==> config.mk <==
export PLATFORM = sky130hd
export DESIGN_NAME = cam_fb_writer_flat
export DESIGN_NICKNAME = d
export VERILOG_FILES = /design/src/rtl/cam_fb_writer_pkg.sv /design/src/rtl/cam_fb_writer_if.sv /design/src/rtl/cam_fb_writer_decim_addr.sv /design/src/rtl/cam_fb_writer.sv /design/src/flat_wrapper.sv
export SDC_FILE = /design/constraint.sdc
export NUM_CORES = 1
export LEC_CHECK = 0
export ABC_AREA = 1
export BUFFER_PORTS_ARGS = -buffer_cell sky130_fd_sc_hd__buf_2
export CAP_MARGIN = 20
export CORE_ASPECT_RATIO = 0.9
export CORE_UTILIZATION = 48
export CTS_CLUSTER_DIAMETER = 80
export DETAILED_ROUTE_END_ITERATION = 10
export PLACE_DENSITY = 0.79
export SYNTH_ARGS = -nofsm -noshare
export SYNTH_HDL_FRONTEND = slang
export SYNTH_SLANG_ARGS = --single-unit
==> constraint.sdc <==
create_clock -name i_clk -period 3.09 [get_ports i_clk]
set_input_delay 0.4635 -clock i_clk [delete_from_list [all_inputs] [get_ports i_clk]]
set_output_delay 0.4635 -clock i_clk [all_outputs]
set_load 0.05 [all_outputs]
==> src/rtl/cam_fb_writer_pkg.sv <==
// Shared types and defaults for the camera framebuffer writer.
// The double-buffer feature is enabled by defining CAM_FB_DOUBLE_BUF_EN.
package cam_pkg;

  typedef enum logic [1:0] {WAIT_LOW, WAIT_HIGH, CAPTURE, DONE} t_fb_state;

  typedef logic [15:0] rgb565_t;

  localparam int IMG_W_DEF = 640;
  localparam int IMG_H_DEF = 480;

  function automatic int unsigned decim_shift(input int unsigned decim);
    return (decim == 4) ? 2 : (decim == 2) ? 1 : 0;
  endfunction

endpackage

==> src/rtl/cam_fb_writer_if.sv <==
// Pixel stream from the capture stage and BRAM write port toward the framebuffer.
// Bank selection in wr_bank only moves when CAM_FB_DOUBLE_BUF_EN is defined.
interface cam_pix_if;
  import cam_pkg::*;
  logic       vsync;
  logic       valid;
  rgb565_t    data;
  logic [9:0] row;
  logic [9:0] col;

  modport master (output vsync, valid, data, row, col);
  modport slave  (input  vsync, valid, data, row, col);
endinterface

interface fb_wr_if #(parameter int ADDR_W = 19);
  import cam_pkg::*;
  logic              wr_en;
  logic [ADDR_W-1:0] wr_addr;
  rgb565_t           wr_data;
  logic              wr_bank;

  modport master (output wr_en, wr_addr, wr_data, wr_bank);
  modport slave  (input  wr_en, wr_addr, wr_data, wr_bank);
endinterface

==> src/rtl/cam_fb_writer_decim_addr.sv <==
// Keep decision and framebuffer address generation for decimated capture.
// Row base advances by OUT_W per kept row; no multiplier in the address path.
module cam_decim_addr
  import cam_pkg::*;
#(
  parameter int IMG_W  = IMG_W_DEF,
  parameter int IMG_H  = IMG_H_DEF,
  parameter int DECIM  = 1,
  parameter int ADDR_W = 19
) (
  input  logic              i_clk,
  input  logic              i_rst,
  input  logic              i_clr,
  input  logic              i_active,
  input  logic              i_valid,
  input  logic [9:0]        i_row,
  input  logic [9:0]        i_col,
  output logic              o_keep,
  output logic              o_oob,
  output logic [ADDR_W-1:0] o_addr
);

  localparam int unsigned       SH       = decim_shift(DECIM);
  localparam logic [9:0]        LOW_MASK = 10'(DECIM - 1);
  localparam logic [ADDR_W-1:0] OUT_W_A  = ADDR_W'(IMG_W / DECIM);

  logic [9:0]        row_dec, col_dec, cur_row_q;
  logic [ADDR_W-1:0] base_q, base;
  logic              in_range, on_grid;

  // Rows arrive in raster order, so a new kept row is always the previous one plus one.
  always_comb begin
    row_dec  = i_row >> SH;
    col_dec  = i_col >> SH;
    in_range = (32'(i_row) < 32'(IMG_H)) && (32'(i_col) < 32'(IMG_W));
    on_grid  = ((i_row & LOW_MASK) == '0) && ((i_col & LOW_MASK) == '0);
    o_keep   = i_active && i_valid && in_range && on_grid;
    o_oob    = i_active && i_valid && !in_range;
    base     = (row_dec == cur_row_q) ? base_q : base_q + OUT_W_A;
    o_addr   = base + ADDR_W'(col_dec);
  end

  always_ff @(posedge i_clk) begin
    if (i_rst || i_clr) begin
      cur_row_q <= '0;
      base_q    <= '0;
    end else if (o_keep) begin
      cur_row_q <= row_dec;
      base_q    <= base;
    end
  end

endmodule

==> src/rtl/cam_fb_writer.sv <==
// Writes the camera RGB565 stream into a framebuffer with frame completion check.
// Define CAM_FB_DOUBLE_BUF_EN to enable the write/read bank swap on good frames.
module cam_fb_writer
  import cam_pkg::*;
#(
  parameter int IMG_W  = IMG_W_DEF,
  parameter int IMG_H  = IMG_H_DEF,
  parameter int DECIM  = 1,
  parameter int ADDR_W = 19
) (
  input  logic        i_clk,
  input  logic        i_rst,
  cam_pix_if.slave    pix,
  fb_wr_if.master     wr,
  input  logic        i_rd_lock,
  output logic        o_rd_bank,
  output logic        o_frame_done,
  output logic        o_frame_ok,
  output logic        o_overflow
);

  localparam logic [ADDR_W:0] TOTAL = (ADDR_W + 1)'((IMG_W / DECIM) * (IMG_H / DECIM));

  t_fb_state         state_q;
  logic [ADDR_W:0]   count_q;
  logic              wr_en_q, wr_bank_q, rd_bank_q;
  logic [ADDR_W-1:0] wr_addr_q, addr;
  rgb565_t           wr_data_q;
  logic              done_q, ok_q, ovf_q;
  logic              keep, oob, clr;

  assign clr = (state_q == WAIT_HIGH) && pix.vsync;

  cam_decim_addr #(
    .IMG_W  (IMG_W),
    .IMG_H  (IMG_H),
    .DECIM  (DECIM),
    .ADDR_W (ADDR_W)
  ) u_addr (
    .i_clk    (i_clk),
    .i_rst    (i_rst),
    .i_clr    (clr),
    .i_active ((state_q == CAPTURE) && pix.vsync),
    .i_valid  (pix.valid),
    .i_row    (pix.row),
    .i_col    (pix.col),
    .o_keep   (keep),
    .o_oob    (oob),
    .o_addr   (addr)
  );

`ifndef CAM_FB_DOUBLE_BUF_EN
  logic unused_rd_lock;
  assign unused_rd_lock = i_rd_lock;
`endif

  always_ff @(posedge i_clk) begin
    if (i_rst) begin
      state_q   <= WAIT_LOW;
      count_q   <= '0;
      wr_en_q   <= 1'b0;
      wr_addr_q <= '0;
      wr_data_q <= '0;
      wr_bank_q <= 1'b0;
      rd_bank_q <= 1'b0;
      done_q    <= 1'b0;
      ok_q      <= 1'b0;
      ovf_q     <= 1'b0;
    end else begin
      wr_en_q <= keep;
      done_q  <= 1'b0;
      ok_q    <= 1'b0;
      if (keep) begin
        wr_addr_q <= addr;
        wr_data_q <= pix.data;
      end
      if (oob) ovf_q <= 1'b1;
      case (state_q)
        WAIT_LOW:  if (!pix.vsync) state_q <= WAIT_HIGH;
        WAIT_HIGH: if (pix.vsync) begin
          state_q <= CAPTURE;
          count_q <= '0;
        end
        CAPTURE: begin
          // Saturate so duplicated pixels cannot wrap the count into a false match.
          if (keep && count_q != TOTAL) count_q <= count_q + 1'b1;
          if (!pix.vsync) begin
            state_q <= DONE;
            done_q  <= 1'b1;
            ok_q    <= (count_q == TOTAL);
          end
        end
        DONE: begin
          state_q <= WAIT_HIGH;
`ifdef CAM_FB_DOUBLE_BUF_EN
          if (ok_q && !i_rd_lock) begin
            wr_bank_q <= ~wr_bank_q;
            rd_bank_q <= wr_bank_q;
          end
`endif
        end
        default: state_q <= WAIT_LOW;
      endcase
    end
  end

  assign wr.wr_en      = wr_en_q;
  assign wr.wr_addr    = wr_addr_q;
  assign wr.wr_data    = wr_data_q;
  assign wr.wr_bank    = wr_bank_q;
  assign o_rd_bank     = rd_bank_q;
  assign o_frame_done  = done_q;
  assign o_frame_ok    = ok_q;
  assign o_overflow    = ovf_q;

endmodule

==> src/flat_wrapper.sv <==
// flat-port wrapper written by rule: the top's interface ports become plain ports
module cam_fb_writer_flat import cam_pkg::*;
#(
  parameter int IMG_W  = IMG_W_DEF,
  parameter int IMG_H  = IMG_H_DEF,
  parameter int DECIM  = 1,
  parameter int ADDR_W = 19
)
  (i_clk, i_rst, i_rd_lock, o_rd_bank, o_frame_done, o_frame_ok, o_overflow, pix_vsync, pix_valid, pix_data, pix_row, pix_col, wr_wr_en, wr_wr_addr, wr_wr_data, wr_wr_bank);
  cam_pix_if pix_i ();
  fb_wr_if #(.ADDR_W(ADDR_W)) wr_i ();
  input  logic i_clk;
  input  logic i_rst;
  input  logic i_rd_lock;
  output logic o_rd_bank;
  output logic o_frame_done;
  output logic o_frame_ok;
  output logic o_overflow;
  input wire logic [$bits(pix_i.vsync)-1:0] pix_vsync;
  input wire logic [$bits(pix_i.valid)-1:0] pix_valid;
  input wire logic [$bits(pix_i.data)-1:0] pix_data;
  input wire logic [$bits(pix_i.row)-1:0] pix_row;
  input wire logic [$bits(pix_i.col)-1:0] pix_col;
  output wire logic [$bits(wr_i.wr_en)-1:0] wr_wr_en;
  output wire logic [$bits(wr_i.wr_addr)-1:0] wr_wr_addr;
  output wire logic [$bits(wr_i.wr_data)-1:0] wr_wr_data;
  output wire logic [$bits(wr_i.wr_bank)-1:0] wr_wr_bank;
  assign pix_i.vsync = pix_vsync;
  assign pix_i.valid = pix_valid;
  assign pix_i.data = pix_data;
  assign pix_i.row = pix_row;
  assign pix_i.col = pix_col;
  assign wr_wr_en = wr_i.wr_en;
  assign wr_wr_addr = wr_i.wr_addr;
  assign wr_wr_data = wr_i.wr_data;
  assign wr_wr_bank = wr_i.wr_bank;
  cam_fb_writer #(.IMG_W(IMG_W), .IMG_H(IMG_H), .DECIM(DECIM), .ADDR_W(ADDR_W)) u_core (.i_clk(i_clk), .i_rst(i_rst), .pix(pix_i), .wr(wr_i), .i_rd_lock(i_rd_lock), .o_rd_bank(o_rd_bank), .o_frame_done(o_frame_done), .o_frame_ok(o_frame_ok), .o_overflow(o_overflow));
endmodule
==> flow_summary_export.csv <==
group,metric,value,unit
pwr,p_switching,0.768,mW
finish,fin_area,0.00522,mm²
pwr,total_power,2.32,mW
min_path,hp-class,"in2reg",
logic_synthesis,yosys-top-cells-area,"dfxtp_1 36%, nand2_1 10%, nor2_1 7.4%",
logic_synthesis,synth_top_area_share,36.4,%
logic_synthesis,syn_area,0.00457,mm²
pwr,p_per_area,444,mW/mm²
finish,fin_nets,790,
clocking,cts_resized,0,
floorplanning,start_util,49.9,%
route,vias_per_cell,5.14,
sta,fin_crit,2.67,ns
route,drt-wirelength-per-cell,12.4,µm
placement,io_buffers,78,
clocking,cts_buffers,9,
placement,place_area,0.00506,mm²
logic_synthesis,synthCells,667,
worst_setup_path,worstSetupPathType,"reg2reg",
worst_setup_path,crit_chain,"inv_1 -> nand2_1 -> nand2_1 -> nor2_1 -> nand2_2 -> inv_2 -> nand2_4 -> o21ai_0 -> fa_1 -> nand2_1 -> nand2_1 -> nand3_1 -> nor3_2 -> nand2_1 -> nand2_1 -> nand3_1 -> nand2_1 -> inv_1",
finish,fillers,926,
worst_setup_path,crit_path_frequent_cell,"nand2_1",
grt,antenna_found_initial,0,
floorplanning,fp.dieArea,0.00992,mm²
clocking,cts.path.max_buffers,2,
clocking,postCtsSetupRepairBufs,0,
logic_synthesis,syn_area_per_cell,6.85,µm²
sta,rsz0062_at_grt,"no",
sta,drv_slew,0,
clocking,cts_hold_buf,0,
pwr,switching_share,33.1,%
worst_setup_path,cp.arrival,2.92,ns
clocking,root_buffer,"clkbuf_8",
route,ant_nets,0,
floorplanning,row_count,33,
worst_setup_path,start_kind,"flop",
sta,holdWs,0.331,ns
grt,grt_pass1_wl,18300,µm
sta,skew,0.00944,ns
pwr,p_leak,2.44,nW
grt,grt_usage,22.7,%
pwr,seq_power_share,49.3,%
placement,dp_slack,0.194,ns
clocking,clock_latency,0.35,ns
route,drt_iter0_markers,281,
logic_synthesis,ys_seq_area_share,36.4,%
pwr,clkPwrFrac,29.5,%
grt,grt_max_degree,55,
sta,tns,0,ns
grt,grt_pass1_vias,4091,
clocking,clock_sinks,83,
logic_synthesis,synth_edf_count,0,
clocking,cts_tree,"yes",
finish,layout_common_cells,"125 x nand2_1, 89 x nor2_1, 83 x dfxtp_1",
logic_synthesis,ys_warn_count,0,
sta,fmax,375,MHz
finish,diodes,0,
placement,dp_hpwl,7880,µm
logic_synthesis,synth_top_area_cell,"dfxtp_1",
route,num_vias,4437,
logic_synthesis,synth_cell_types,41,
pwr,pwr-share-comb,21.1,%
worst_setup_path,worstPathRequired,3.35,ns
clocking,clk_pin_slew,0.08,ns
worst_setup_path,end_kind,"flop",
finish,post-route-util,57.0,%
finish,synthToLayoutAreaGrowth,14.3,%
worst_setup_path,cpPeakStageDelay,0.40,ns
floorplanning,io_pins,82,
sta,finalSetupViolCount,0,
sta,hold_viol,0,
finish,final_common_cell,"nand2_1",
logic_synthesis,ys_seq_elements,83,
finish,final_cells,863,
route,drt_pass1_iterations,5,
clocking,htree_num_levels,3,
floorplanning,die_width,105,µm
placement,routabilityCongestion,0.931,
logic_synthesis,synth_top_flop_cell,"dfxtp_1",
grt,grt_overflow_total,0,
route,wl,10700,µm
placement,post-place-cells,849,
pwr,ir_worst_vdd,268,µV
run,timing.max_cap.violations,0,
run_status,status,"complete, no violations",
pwr,p_int,1.55,mW
route,drc,0,
finish,drive_above_1_share,19.4,%
sta,setup_slack,0.423,ns
logic_synthesis,ys_async_sr_fraction,0,%
sta,maxSlewHeadroom,39.6,%
sta,fin_crit_sh,86.3,%
floorplanning,fp.dieH,94.6,µm
worst_setup_path,worstPathMaxFanout,10,
sta,tightest_slew,0.907,ns
floorplanning,coreArea,0.00917,mm²
worst_setup_path,critPathSlowestCell,"o21ai_0",
## cell families after synthesis
group                      Yosys count  share of synthesized area (%)
and+or+nand+nor                    324                           32.9
AOI/OAI and AO/OA                  114                           13.4
buffers and inverters              112                           9.83
DFF                                 83                           36.4
xor gates and xnor gates            22                           4.22
adders and majority gates           11                           3.18
other                                1                         0.0820
## metal layers
layer  part of all wire, %  global-route usage, %  up-vias
met4                  0.83                   6.22        0
met3                   6.6                   5.31        8
li1                      -                      -     2270
met1                    49                   29.6     2030
met2                    44                   37.8      129
met5                     0                      0        -
## worst max-delay path, delay by kind of cell, from the launching register on
family                   cells  cell delay [ns]
AND/OR/NAND/NOR             13             1.35
AO/OA/AOI/OAI                1             0.40
flip-flops                   1             0.35
adder cells (fa/ha/maj)      1             0.28
buffers and inverters        3             0.20
## flip-flops by register name (all words and copies together), names as in the netlist
register	flops
u_core.wr.wr_data	16
u_core.wr.wr_en	1
u_core.o_frame_done	1
u_core.o_overflow	1
u_core.wr.wr_addr	19
u_core.u_addr.cur_row_q	10
u_core.count_q	20
u_core.u_addr.base_q	12
u_core.state_q	2
u_core.o_frame_ok	1
## worst paths after layout
path,slack [ns],endpoint,cells past startpoint,startpoint
worst min-delay path,0.33,u_core.wr.wr_data[11],3,pix_data[11]
worst max-delay path,0.42,u_core.wr.wr_addr[17],18,u_core.u_addr.cur_row_q[7]
worst max register to register,0.42,u_core.wr.wr_addr[17],18,u_core.u_addr.cur_row_q[7]
worst min register to register,0.48,u_core.o_overflow,2,u_core.o_overflow
## cell type report
cell class / instances / area (µm²) / area share [%]
multi-input combinational: 473 / 2470 / 47.3
sequential: 83 / 1660 / 31.8
timing repair buffer: 85 / 443 / 8.48
inverter: 86 / 329 / 6.30
tap: 122 / 153 / 2.92
clock buffer: 10 / 138 / 2.63
clock inverter: 4 / 28.8 / 0.551
## cells in the mapped netlist (10+ instances only)
cell type  count
a21oi_1       40
clkbuf_1      13
dfxtp_1       83
ha_1          10
inv_1         76
nand2_1      125
nand2_2       13
nand3_1       41
nand4_1       13
nor2_1        90
nor3_1        14
o21ai_0       58
xor2_1        19
## power by group through the flow
stage	clock network (mW)	logic [mW]	registers [mW]
final	0.684	0.490	1.14
after global routing	0.749	0.546	1.15
after CTS	0.711	0.488	1.14
after detailed placement	0	0.489	1.17
after global placement	0	0.464	1.16
after floorplan	0	0.294	1.22
(Power assumes the default switching activity.)
